File: src/rtl/vga_timing_pkg.sv
// vga_timing_pkg: 640x480@60 Hz segment lengths, derived sync boundaries and
// coordinate widths shared by the VGA timing blocks.
package vga_timing_pkg;
    localparam int H_VIS    = 640;
    localparam int H_FP     = 16;
    localparam int H_SYNC   = 96;
    localparam int H_BP     = 48;
    localparam int H_TOTAL  = H_VIS + H_FP + H_SYNC + H_BP;
    localparam int HS_START = H_VIS + H_FP;
    localparam int HS_END   = HS_START + H_SYNC;
    localparam int V_VIS    = 480;
    localparam int V_FP     = 10;
    localparam int V_SYNC   = 2;
    localparam int V_BP     = 33;
    localparam int V_TOTAL  = V_VIS + V_FP + V_SYNC + V_BP;
    localparam int VS_START = V_VIS + V_FP;
    localparam int VS_END   = VS_START + V_SYNC;
    localparam int X_W      = 10;
    localparam int Y_W      = 10;
    function automatic logic sync_level(input logic active, input logic pol);
        return active ? pol : ~pol;
    endfunction
endpackage

File: src/rtl/pixel_tick_gen.sv
// pixel_tick_gen: divides CLK100MHZ into a registered one-cycle pixel-rate
// enable, high the cycle after the prescaler reaches PIX_DIV-1.
module pixel_tick_gen #(
    parameter int PIX_DIV = 4
) (
    input  logic CLK100MHZ,
    input  logic reset_n,
    output logic pix_tick
);
    localparam int CW = $clog2(PIX_DIV);
    localparam logic [CW-1:0] LAST = CW'(PIX_DIV - 1);
    logic [CW-1:0] cnt_q, cnt_d;
    logic          tick_q, tick_d;
    always_comb begin
        tick_d = cnt_q == LAST;
        cnt_d  = tick_d ? '0 : cnt_q + 1'b1;
    end
    always_ff @(posedge CLK100MHZ or negedge reset_n) begin
        if (!reset_n) begin
            cnt_q  <= '0;
            tick_q <= 1'b0;
        end else begin
            cnt_q  <= cnt_d;
            tick_q <= tick_d;
        end
    end
    assign pix_tick = tick_q;
endmodule

File: src/rtl/vga_sync_gen.sv
// vga_sync_gen: VGA raster timing on CLK100MHZ with a pixel enable; all
// outputs are registered on the same edge as the x/y counters they describe.
module vga_sync_gen
    import vga_timing_pkg::*;
#(
    parameter int PIX_DIV  = 4,
    parameter int H_VIS    = vga_timing_pkg::H_VIS,
    parameter int H_FP     = vga_timing_pkg::H_FP,
    parameter int H_SYNC   = vga_timing_pkg::H_SYNC,
    parameter int H_BP     = vga_timing_pkg::H_BP,
    parameter int V_VIS    = vga_timing_pkg::V_VIS,
    parameter int V_FP     = vga_timing_pkg::V_FP,
    parameter int V_SYNC   = vga_timing_pkg::V_SYNC,
    parameter int V_BP     = vga_timing_pkg::V_BP,
    parameter bit SYNC_POL = 1'b0
) (
    input  logic                            CLK100MHZ,
    input  logic                            reset_n,
    output logic                            pix_tick,
    output logic                            hsync,
    output logic                            vsync,
    output logic                            video_on,
    output logic [vga_timing_pkg::X_W-1:0]  x,
    output logic [vga_timing_pkg::Y_W-1:0]  y,
    output logic                            line_start,
    output logic                            frame_start
);
    localparam logic [X_W-1:0] X_VIS  = X_W'(H_VIS);
    localparam logic [X_W-1:0] X_LAST = X_W'(H_VIS + H_FP + H_SYNC + H_BP - 1);
    localparam logic [X_W-1:0] HS_LO  = X_W'(H_VIS + H_FP);
    localparam logic [X_W-1:0] HS_HI  = X_W'(H_VIS + H_FP + H_SYNC);
    localparam logic [Y_W-1:0] Y_VIS  = Y_W'(V_VIS);
    localparam logic [Y_W-1:0] Y_LAST = Y_W'(V_VIS + V_FP + V_SYNC + V_BP - 1);
    localparam logic [Y_W-1:0] VS_LO  = Y_W'(V_VIS + V_FP);
    localparam logic [Y_W-1:0] VS_HI  = Y_W'(V_VIS + V_FP + V_SYNC);

    logic           tick;
    logic           x_wrap, y_wrap;
    logic [X_W-1:0] x_q, x_d;
    logic [Y_W-1:0] y_q, y_d;
    logic           hs_q, hs_d, vs_q, vs_d, von_q, von_d, ls_q, ls_d, fs_q, fs_d;

    pixel_tick_gen #(.PIX_DIV(PIX_DIV)) u_tick (
        .CLK100MHZ (CLK100MHZ),
        .reset_n   (reset_n),
        .pix_tick  (tick)
    );

    // Decode from the next coordinates so outputs always match the x/y shown.
    always_comb begin
        x_wrap = x_q == X_LAST;
        y_wrap = y_q == Y_LAST;
        x_d    = tick ? (x_wrap ? '0 : x_q + 1'b1) : x_q;
        y_d    = (tick && x_wrap) ? (y_wrap ? '0 : y_q + 1'b1) : y_q;
        von_d  = tick ? (x_d < X_VIS && y_d < Y_VIS) : von_q;
        hs_d   = tick ? sync_level(x_d >= HS_LO && x_d < HS_HI, SYNC_POL) : hs_q;
        vs_d   = tick ? sync_level(y_d >= VS_LO && y_d < VS_HI, SYNC_POL) : vs_q;
        ls_d   = tick && x_wrap;
        fs_d   = tick && x_wrap && y_wrap;
    end

    always_ff @(posedge CLK100MHZ or negedge reset_n) begin
        if (!reset_n) begin
            x_q   <= '0;
            y_q   <= '0;
            von_q <= 1'b0;
            hs_q  <= ~SYNC_POL;
            vs_q  <= ~SYNC_POL;
            ls_q  <= 1'b0;
            fs_q  <= 1'b0;
        end else begin
            x_q   <= x_d;
            y_q   <= y_d;
            von_q <= von_d;
            hs_q  <= hs_d;
            vs_q  <= vs_d;
            ls_q  <= ls_d;
            fs_q  <= fs_d;
        end
    end

    assign pix_tick    = tick;
    assign hsync       = hs_q;
    assign vsync       = vs_q;
    assign video_on    = von_q;
    assign x           = x_q;
    assign y           = y_q;
    assign line_start  = ls_q;
    assign frame_start = fs_q;
endmodule

File: config.mk
export PLATFORM = sky130hd
export DESIGN_NAME = vga_sync_gen
export DESIGN_NICKNAME = d
export VERILOG_FILES = /design/src/rtl/vga_timing_pkg.sv /design/src/rtl/pixel_tick_gen.sv /design/src/rtl/vga_sync_gen.sv
export SDC_FILE = /design/constraint.sdc
export NUM_CORES = 1
export LEC_CHECK = 0
export ABC_AREA = 0
export BUFFER_PORTS_ARGS = -buffer_cell sky130_fd_sc_hd__buf_2
export CAP_MARGIN = 20
export CORE_MARGIN = 2
export CORE_UTILIZATION = 49
export DETAILED_ROUTE_END_ITERATION = 10
export PLACE_DENSITY_LB_ADDON = 0.3
export SLEW_MARGIN = 5
export SYNTH_ARGS = -nofsm -noshare
export SYNTH_HDL_FRONTEND = slang
export SYNTH_SLANG_ARGS = --single-unit
export TNS_END_PERCENT = 50
File: constraint.sdc
create_clock -name CLK100MHZ -period 2.4 [get_ports CLK100MHZ]
set_input_delay 0.24 -clock CLK100MHZ [delete_from_list [all_inputs] [get_ports CLK100MHZ]]
set_output_delay 0.24 -clock CLK100MHZ [all_outputs]
set_load 0.005 [all_outputs]
==> results.txt, run 1 <==
The routing usage on met3 is 1.97%. The synthesized design contains 28 register bits. Counting every sink on the clock net gives 28. In this run the deepest clock path goes through 2 buffers. The number of warnings reported in the yosys synthesis log is 0, and the clock period minus final worst setup slack is 2.30 ns. The flow ran to the end, and the final reports show no timing, DRC or antenna violations. Summed over all cells, the static leakage comes to 0.832 nW. The detailed-router iteration count before antenna repair was 4; the average cell area after synthesis was 10.0 um^2. The run gives 220 as the post-layout instance count excluding filler cells. The number of violations reported at the end of detailed-routing iteration 0 is 61.

The nature of the critical path startpoint is a register. The clock reaches the later pin of the worst-skew pair after 0.33 ns. At the pin with the least slew margin, the transition time is 0.624 ns. The kind of cell with the highest combined delay along the critical path is simple AND/OR/NAND/NOR gates. The share of the yosys chip area belonging to registers was 46.7%; the first-pass GRT wire length was 5700 um.

The x dimension of the die was 59.4 um. The number of setup buffers added after CTS is 0. In this run the worst hold path is classified as in -> async. The worst register-to-register path begins at x[5].

Adding up every negative setup slack in the final design gives 0 ns. The tools report the final count of pins violating max slew as 0. After floorplanning, the core was sized to cover 2980 um^2. After detailed routing, the number of vias per cell comes to 5.86.

Measured in cells, the most critical reg-to-reg path has a length of 7. Dividing total power by cell area gives a power density of 450 nW/um^2. The cell area that synthesis handed to floorplanning was 1510 um^2. On the final layout, the worst clock skew is 0.0130 ns. The worst pin sits at a relative slew slack of 58.4%. The global-route layer with the greatest usage was met2. For the antenna cell count, the log shows 0. Once the floorplan was initialized, standard cells occupied 50.5% of the core. Setup violations remaining at the end of the flow were counted as 0. The vertical extent of the die is 59.4 um. The initial antenna violation count was 0; the count of flip-flops with a built-in enable after synthesis was 0.

The total global routing track utilization is 21.1%, and the met2 track demand over resource in global routing is 35.2%. The clock-pin slew on the worst setup and hold paths was 0.16 ns; the wire length reported by the detailed router was 3430 um. The category of the critical setup timing path was reg -> reg. Relative to the synthesized area, the layout overhead comes to 17.6%. The logs give 194 for the final net count and 59.5% for the post-layout utilization of the core. The worst register-to-register path has a setup slack of 0.10 ns. The floorplan step defined a die boundary enclosing 3530 um^2. The logs give 28 for the number of primary I/O pins and 1,218 for the via count of the first global-routing pass.

For the total placed instance area, the log shows 1700 um^2. The number of buffer and inverter instances along the worst setup path was 1; the routed length per placed instance was 15.6 um. The count of placed standard cells including taps is 215. In the synthesized netlist the dominant register cell turns out to be sky130_fd_sc_hd__dfrtp_1. Global routing used 28.6% of the available met1 tracks. Cells with a size suffix above 1 make up 30.5% of the layout.

When the netlist entered floorplanning its net count stood at 156. The logs give 1,290 for the total number of vias and 150 for the count of mapped cells out of synthesis. After routing the design area is 1770 um^2.

The fraction of synthesis flops using an asynchronous set or reset pin was 100%; the final cycle utilization of the critical path was 95.7%. On the critical path, the stage with the largest delay is an instance of sky130_fd_sc_hd__or4_4. The critical path goes through or3_1 > or4_4 > inv_2 > nand3_1 > xnor2_1 > and4_1 > o41ai_1. The worst setup path is captured at a register.

In this run the critical register-to-register path is captured at video_on. The design draws 798 uW. The required time at the worst-slack endpoint was 2.64 ns; the number of different library cells in the post-synthesis netlist was 42. The total half-perimeter wirelength after legalization and detailed placement came out at 2520 um. The maximum vdd drop was 0.275 mV; the number of hold violations in the final report was 0.

In the routed design, unresolved DRC markers number 0. The maximum number of pins on one net before global-route repair is 29, and the total global routing overflow is 0. The tools report the routability congestion estimate from global placement as 0.848. The H-tree depth came out at 1. Setup repair after global routing left no endpoint under its margin. Input and output buffers added on the ports amount to 27. The maximum achievable frequency is 435 MHz, and the number of maximum-capacitance violations is 0. The tools report the buffer type at the clock tree root as sky130_fd_sc_hd__clkbuf_4. The largest driver fanout on the critical path is 12. TritonCTS built the clock tree.

At the worst endpoint, the arrival time is 2.54 ns. The number of buffers created by CTS was 3. The tools report the number of standard-cell rows in the floorplan as 20.

The maximum cell stage delay along the critical path works out to 0.51 ns. In this run the remaining antenna-violating nets after routing total 0.
==> layout make-up <==
cell class | count | area (um^2)
clock buffers | 3 | 22.5
clock inverters | 1 | 30.0
fillers | 258 | 1210
inverters | 6 | 22.5
multi-input cells | 110 | 722
flip-flops and latches | 28 | 704
well taps | 33 | 41.3
repair buffers | 39 | 228
==> worst max-delay path by stage <==
stage	end	cells past startpoint	startpoint	slack [ns]
3_5_place_dp	video_on	7	x[5]	0.07
4_1_cts	video_on	7	x[5]	0.04
6_report	video_on	7	x[5]	0.10
3_3_place_gp	video_on	6	x[5]	0.18
5_1_grt	video_on	8	x[0]	0.003
2_1_floorplan	vsync	7	x[5]	0.11
==> placed cells by master (no fill, tap or decap), types with 2 or more instances in the layout <==
cell type	netlist	final
sky130_fd_sc_hd__nand2_1	18	18
sky130_fd_sc_hd__mux2i_1	3	3
sky130_fd_sc_hd__a22oi_1	2	2
sky130_fd_sc_hd__clkbuf_4	0	3
sky130_fd_sc_hd__o21ai_0	9	9
sky130_fd_sc_hd__a21oi_1	5	5
sky130_fd_sc_hd__nor3_1	5	4
sky130_fd_sc_hd__xor2_1	5	5
sky130_fd_sc_hd__and3_1	3	3
sky130_fd_sc_hd__nand3_1	11	11
sky130_fd_sc_hd__nor2_1	9	9
sky130_fd_sc_hd__or2_2	2	2
sky130_fd_sc_hd__or4_4	2	2
sky130_fd_sc_hd__and4_1	2	2
sky130_fd_sc_hd__dfrtp_1	26	25
sky130_fd_sc_hd__inv_1	6	5
sky130_fd_sc_hd__o41ai_1	2	2
sky130_fd_sc_hd__or3_1	2	2
sky130_fd_sc_hd__ha_1	4	4
sky130_fd_sc_hd__buf_2	0	27
sky130_fd_sc_hd__buf_4	0	11
sky130_fd_sc_hd__o31ai_1	2	2
sky130_fd_sc_hd__dfstp_2	2	2
sky130_fd_sc_hd__xnor2_1	5	5
sky130_fd_sc_hd__nand4_1	2	2
==> worst register-to-register path: stages (launching register included) <==
cell and delay [ns]:
sky130_fd_sc_hd__dfrtp_1 0.41, sky130_fd_sc_hd__or3_1 0.39, sky130_fd_sc_hd__or4_4 0.52, sky130_fd_sc_hd__inv_2 0.13, sky130_fd_sc_hd__nand3_1 0.09, sky130_fd_sc_hd__xnor2_1 0.16
sky130_fd_sc_hd__and4_1 0.22, sky130_fd_sc_hd__o41ai_1 0.30
==> repair_timing <==
action	CTS	global route
hold buffers	1	0
setup endpoints to repair	0	2
gates resized for setup	0	3
hold endpoints to repair	26	0
==> where the power goes <==
part / total (mW) / switching [mW] / internal, mW
Combinational: 0.0106 / 0.00897 / 0.00163
Sequential: 0.472 / 0 / 0.472
Clock: 0.315 / 0.146 / 0.169
Total: 0.798 / 0.155 / 0.643
==> kinds of logic after synthesis <==
family | Yosys count | share of synthesized area [%]
AOI/OAI and AO/OA | 32 | 15.5
xor gates and xnor gates | 10 | 5.82
adders and majority gates | 4 | 3.33
buffers and inverters | 12 | 5.65
DFF | 28 | 46.7
muxes | 3 | 2.00
and+or+nand+nor | 61 | 21.0
==> synthesized netlist by cell type, types with 2 or more instances <==
cell	number	area share (%)
sky130_fd_sc_hd__xor2_1	5	2.9
sky130_fd_sc_hd__dfrtp_1	26	43
sky130_fd_sc_hd__nor3_1	5	1.7
sky130_fd_sc_hd__inv_1	6	1.5
sky130_fd_sc_hd__or4_4	2	1.5
sky130_fd_sc_hd__a22oi_1	2	1.0
sky130_fd_sc_hd__dfstp_2	2	3.5
sky130_fd_sc_hd__or2_2	2	0.83
sky130_fd_sc_hd__mux2i_1	3	2.0
sky130_fd_sc_hd__and4_1	2	1.2
sky130_fd_sc_hd__nand3_1	11	3.7
sky130_fd_sc_hd__ha_1	4	3.3
sky130_fd_sc_hd__o41ai_1	2	1.2
sky130_fd_sc_hd__buf_6	4	3.0
sky130_fd_sc_hd__o21ai_0	9	3.0
sky130_fd_sc_hd__nand4_1	2	0.83
sky130_fd_sc_hd__nor2_1	9	2.2
sky130_fd_sc_hd__nand2_1	18	4.5
sky130_fd_sc_hd__o31ai_1	2	1.0
sky130_fd_sc_hd__a21oi_1	5	1.7
sky130_fd_sc_hd__xnor2_1	5	2.9
sky130_fd_sc_hd__or3_1	2	0.83
sky130_fd_sc_hd__and3_1	3	1.2
==> stage by stage <==
stage | setup WS [ns] | hold WS, ns
finish | 0.102 | 0.430
global route | 0.00251 | 0.447
CTS | 0.0439 | 0.436
detailed placement | 0.0739 | 0.297
global placement | 0.180 | 0.283
floorplan | 0.105 | -0.0556
==> state kept, by name (all words and copies together) (netlist names) <==
signal / cells
y: 10
u_tick.cnt_q: 2
line_start: 1
video_on: 1
vsync: 1
x: 10
hsync: 1
frame_start: 1
u_tick.pix_tick: 1
==> metal layers <==
metal | share of wire [%] | routed length, um
met5 | 0 | 0
met4 | 0.26 | 9
met2 | 52 | 1770
met3 | 3.8 | 129
met1 | 44 | 1520
Power figures use the tool's default switching activity.
==> inputs of run 2 (changes only) <==
- CORE_MARGIN: 2 -> not set
- GPL_TIMING_DRIVEN: not set -> 0
==> results.txt, run 2 (synthesized netlist as in run 1, its figures left out) <==
The run finished, with violations left. The final reports fail on design-rule violations. The detail-routed via count per cell works out to 5.88 (+0.21%). The critical path starts at x[5]. The maximum achievable frequency was 428 MHz (-1.7%). The tools report the starting density of the core as 53.2% (+2.7 points).

The minimum setup slack after placement came out at -0.119 ns (-0.193 ns). The nature of the critical path endpoint is a register. Initial antenna violation count: 0 (unchanged). The quantity of I/O buffers inserted on ports is 27 (unchanged), and the register-to-register path setup slack is 0.06 ns (-0.04 ns).

The area taken by flip-flops and latches came out at 709 um^2 (+0.71%). From synthesis to final layout, the design area changed by 25.2%. The number of buffers created by CTS is 3 (unchanged). Setup repair after global routing could not meet its margin everywhere.

For the number of violations reported at the end of detailed-routing iteration 0, the log shows 52 (-15%). The critical path is of the reg -> reg type. DRC violations left: 2 (+2).

The tools report the via count of the first global-routing pass as 1,193 (-2.1%). The power density over the cells works out to 420 nW/um^2 (-6.7%). The routed length per placed instance is 15.0 um (-3.8%). The largest driver fanout on the critical path is 7 (-5), and the number of standard-cell rows in the floorplan is 19 (-5.0%). The total placed instance area came out at 1680 um^2 (-1.3%).

Routability congestion estimate from global placement: 0.891 (+5.1%). The H-tree depth is 1 (unchanged). The library cell used most frequently in the layout, excluding fill and tap cells, is sky130_fd_sc_hd__buf_2. For the total global routing overflow, the log shows 0 (unchanged). The headroom to the max-slew limit was 59.5% (+1.1 points). Post-layout instance count excluding filler cells: 226 (+2.7%).

The tree is rooted in a sky130_fd_sc_hd__clkbuf_4. Share of final-layout standard cells stronger than drive strength 1: 36.9% (+6.4 points). Final design area excluding fillers: 1880 um^2 (+6.4%). The logs give 208 (-3.3%) for the count of placed standard cells including taps and 0.0621 ns (-0.0403 ns) for the final worst-path setup slack. The startpoint identified for the worst register-to-register timing path is x[5]. The run gives 202 (+4.1%) as the final net count.

The run gives 29 (unchanged) as the maximum number of pins on one net before global-route repair. The tools report the total of endpoints with negative setup slack in the final report as 0 (unchanged). The worst reg-to-reg path cell count was 7 (unchanged); the worst clock skew was 0.0172 ns (+0.00426 ns). The run gives 21.8% (+0.67 points) as the total global routing track utilization.

The post-layout utilization of the core was 66.6% (+7.2 points). The vertical extent of the die is 57.4 um (-3.4%), and the clock latency on the worst-skew pair is 0.33 ns (about the same). The clock period minus final worst setup slack was 2.34 ns (+0.0403 ns). The number of hold violations in the final report was 0 (unchanged); the maximum vdd drop was 0.320 mV (+16%).

The maximum buffer depth of the clock tree was 2 (unchanged); the clock-pin slew on the worst setup and hold paths was 0.16 ns (about the same). The reported leakage power was 0.887 nW (+6.6%); the required time at the worst-slack endpoint was 2.65 ns (about the same). Number of maximum-capacitance violations: 0 (unchanged). TritonCTS built the clock tree. STA classifies the critical path startpoint as a register. For the antenna cell count, the log shows 0 (unchanged). The run gives 748 um^2 (+3.6%) as the multi-input gate area in the final layout. In the layout the commonest cells are 27 x sky130_fd_sc_hd__buf_2, 21 x sky130_fd_sc_hd__dfrtp_1, 17 x sky130_fd_sc_hd__nand2_1, 12 x sky130_fd_sc_hd__buf_4, 11 x sky130_fd_sc_hd__nand3_1. The logs give 3390 um (-1.2%) for the wire length reported by the detailed router and 28 (unchanged) for the count of clock tree sinks.

The min-delay analysis places its worst path in the category in -> async. In this run the critical register-to-register path is captured at video_on. The total half-perimeter wirelength after legalization and detailed placement is 2310 um (-8.4%), and the detailed-router iteration count before antenna repair is 7 (+3). The number of fillers in the final layout came out at 211 (-18%). The total number of vias is 1,328 (+2.9%), and the arrival time of the worst setup path is 2.58 ns (+0.04 ns). The run gives 28 (unchanged) as the number of primary I/O pins. The slew at the pin closest to its max-slew limit is 0.608 ns (-0.0162 ns), and the first-pass GRT wire length is 5620 um (-1.5%). The die outline area is 3300 um^2 (-6.6%). The final count of pins violating max slew is 0 (unchanged), and the final cycle utilization of the critical path is 97.4% (+1.7 points). Area of the placeable core: 2830 um^2 (-5.0%).

The number of nets with antenna violations after routing is 0 (unchanged). The setup total negative slack came out at 0 ns (unchanged). The x dimension of the die works out to 57.4 um (-3.4%).
-- run 2: power by group --
| group | total [mW] | internal [mW] | switching (mW) |
|---|---|---|---|
| sequential | 0.472 | 0.472 | 0 |
| combinational | 0.0104 | 0.00163 | 0.00875 |
| clock | 0.310 | 0.169 | 0.141 |
-- run 2: layer usage --
layer	part of all wire, %	vias to the layer above	GRT usage, %	routed length, um
met5	0	-	0	0
met4	0.35	0	6.97	12
met3	5.5	2	4.76	186
met2	49	47	32.9	1660
met1	45	643	31.2	1520
li1	-	636	-	-
-- run 2: what timing repair did --
| item | 4_1_cts | 5_1_grt |
|---|---|---|
| hold buffers | 1 | 0 |
| hold endpoints to repair | 26 | 0 |
| resized for setup | 2 | 12 |
| pin swaps | 0 | 3 |
| endpoints found under the setup margin | 2 | 2 |
| cloned | 0 | 0 |
| setup buffers | 2 | 11 |
-- run 2: metrics by stage --
| stage | power [mW] | hold WS, ns |
|---|---|---|
| detailed placement | 0.491 | 0.287 |
| floorplan | 0.481 | -0.0556 |
| CTS | 0.795 | 0.441 |
| finish | 0.792 | 0.429 |
| global route | 0.816 | 0.454 |
| global placement | 0.490 | 0.279 |
-- run 2: critical path, stage by stage (launching register included) --
cell and delay, ns:
sky130_fd_sc_hd__dfrtp_2 0.45, sky130_fd_sc_hd__or3_4 0.39, sky130_fd_sc_hd__or4_4 0.53, sky130_fd_sc_hd__buf_8 0.16, sky130_fd_sc_hd__nor3_4 0.17, sky130_fd_sc_hd__xor2_1 0.10, sky130_fd_sc_hd__and4_1 0.19, sky130_fd_sc_hd__o41ai_2 0.28
-- run 2: final cells by class --
cell class,count,share of cell area (%)
plain buffers,6,3.52
clock buffers,3,1.20
clock inverters,1,1.59
inverters,6,1.20
multi-input cells,110,39.7
flip-flops and latches,28,37.6
well taps,31,2.06
repair buffers,41,13.1
-- run 2: how the worst max path moves through the flow --
stage / cells past startpoint / slack, ns / end
after floorplan: 7 / 0.11 / vsync
after global placement: 8 / -0.06 / video_on
after detailed placement: 8 / -0.12 / video_on
after CTS: 7 / 0.002 / video_on
after global routing: 7 / -0.02 / video_on
final: 7 / 0.06 / video_on
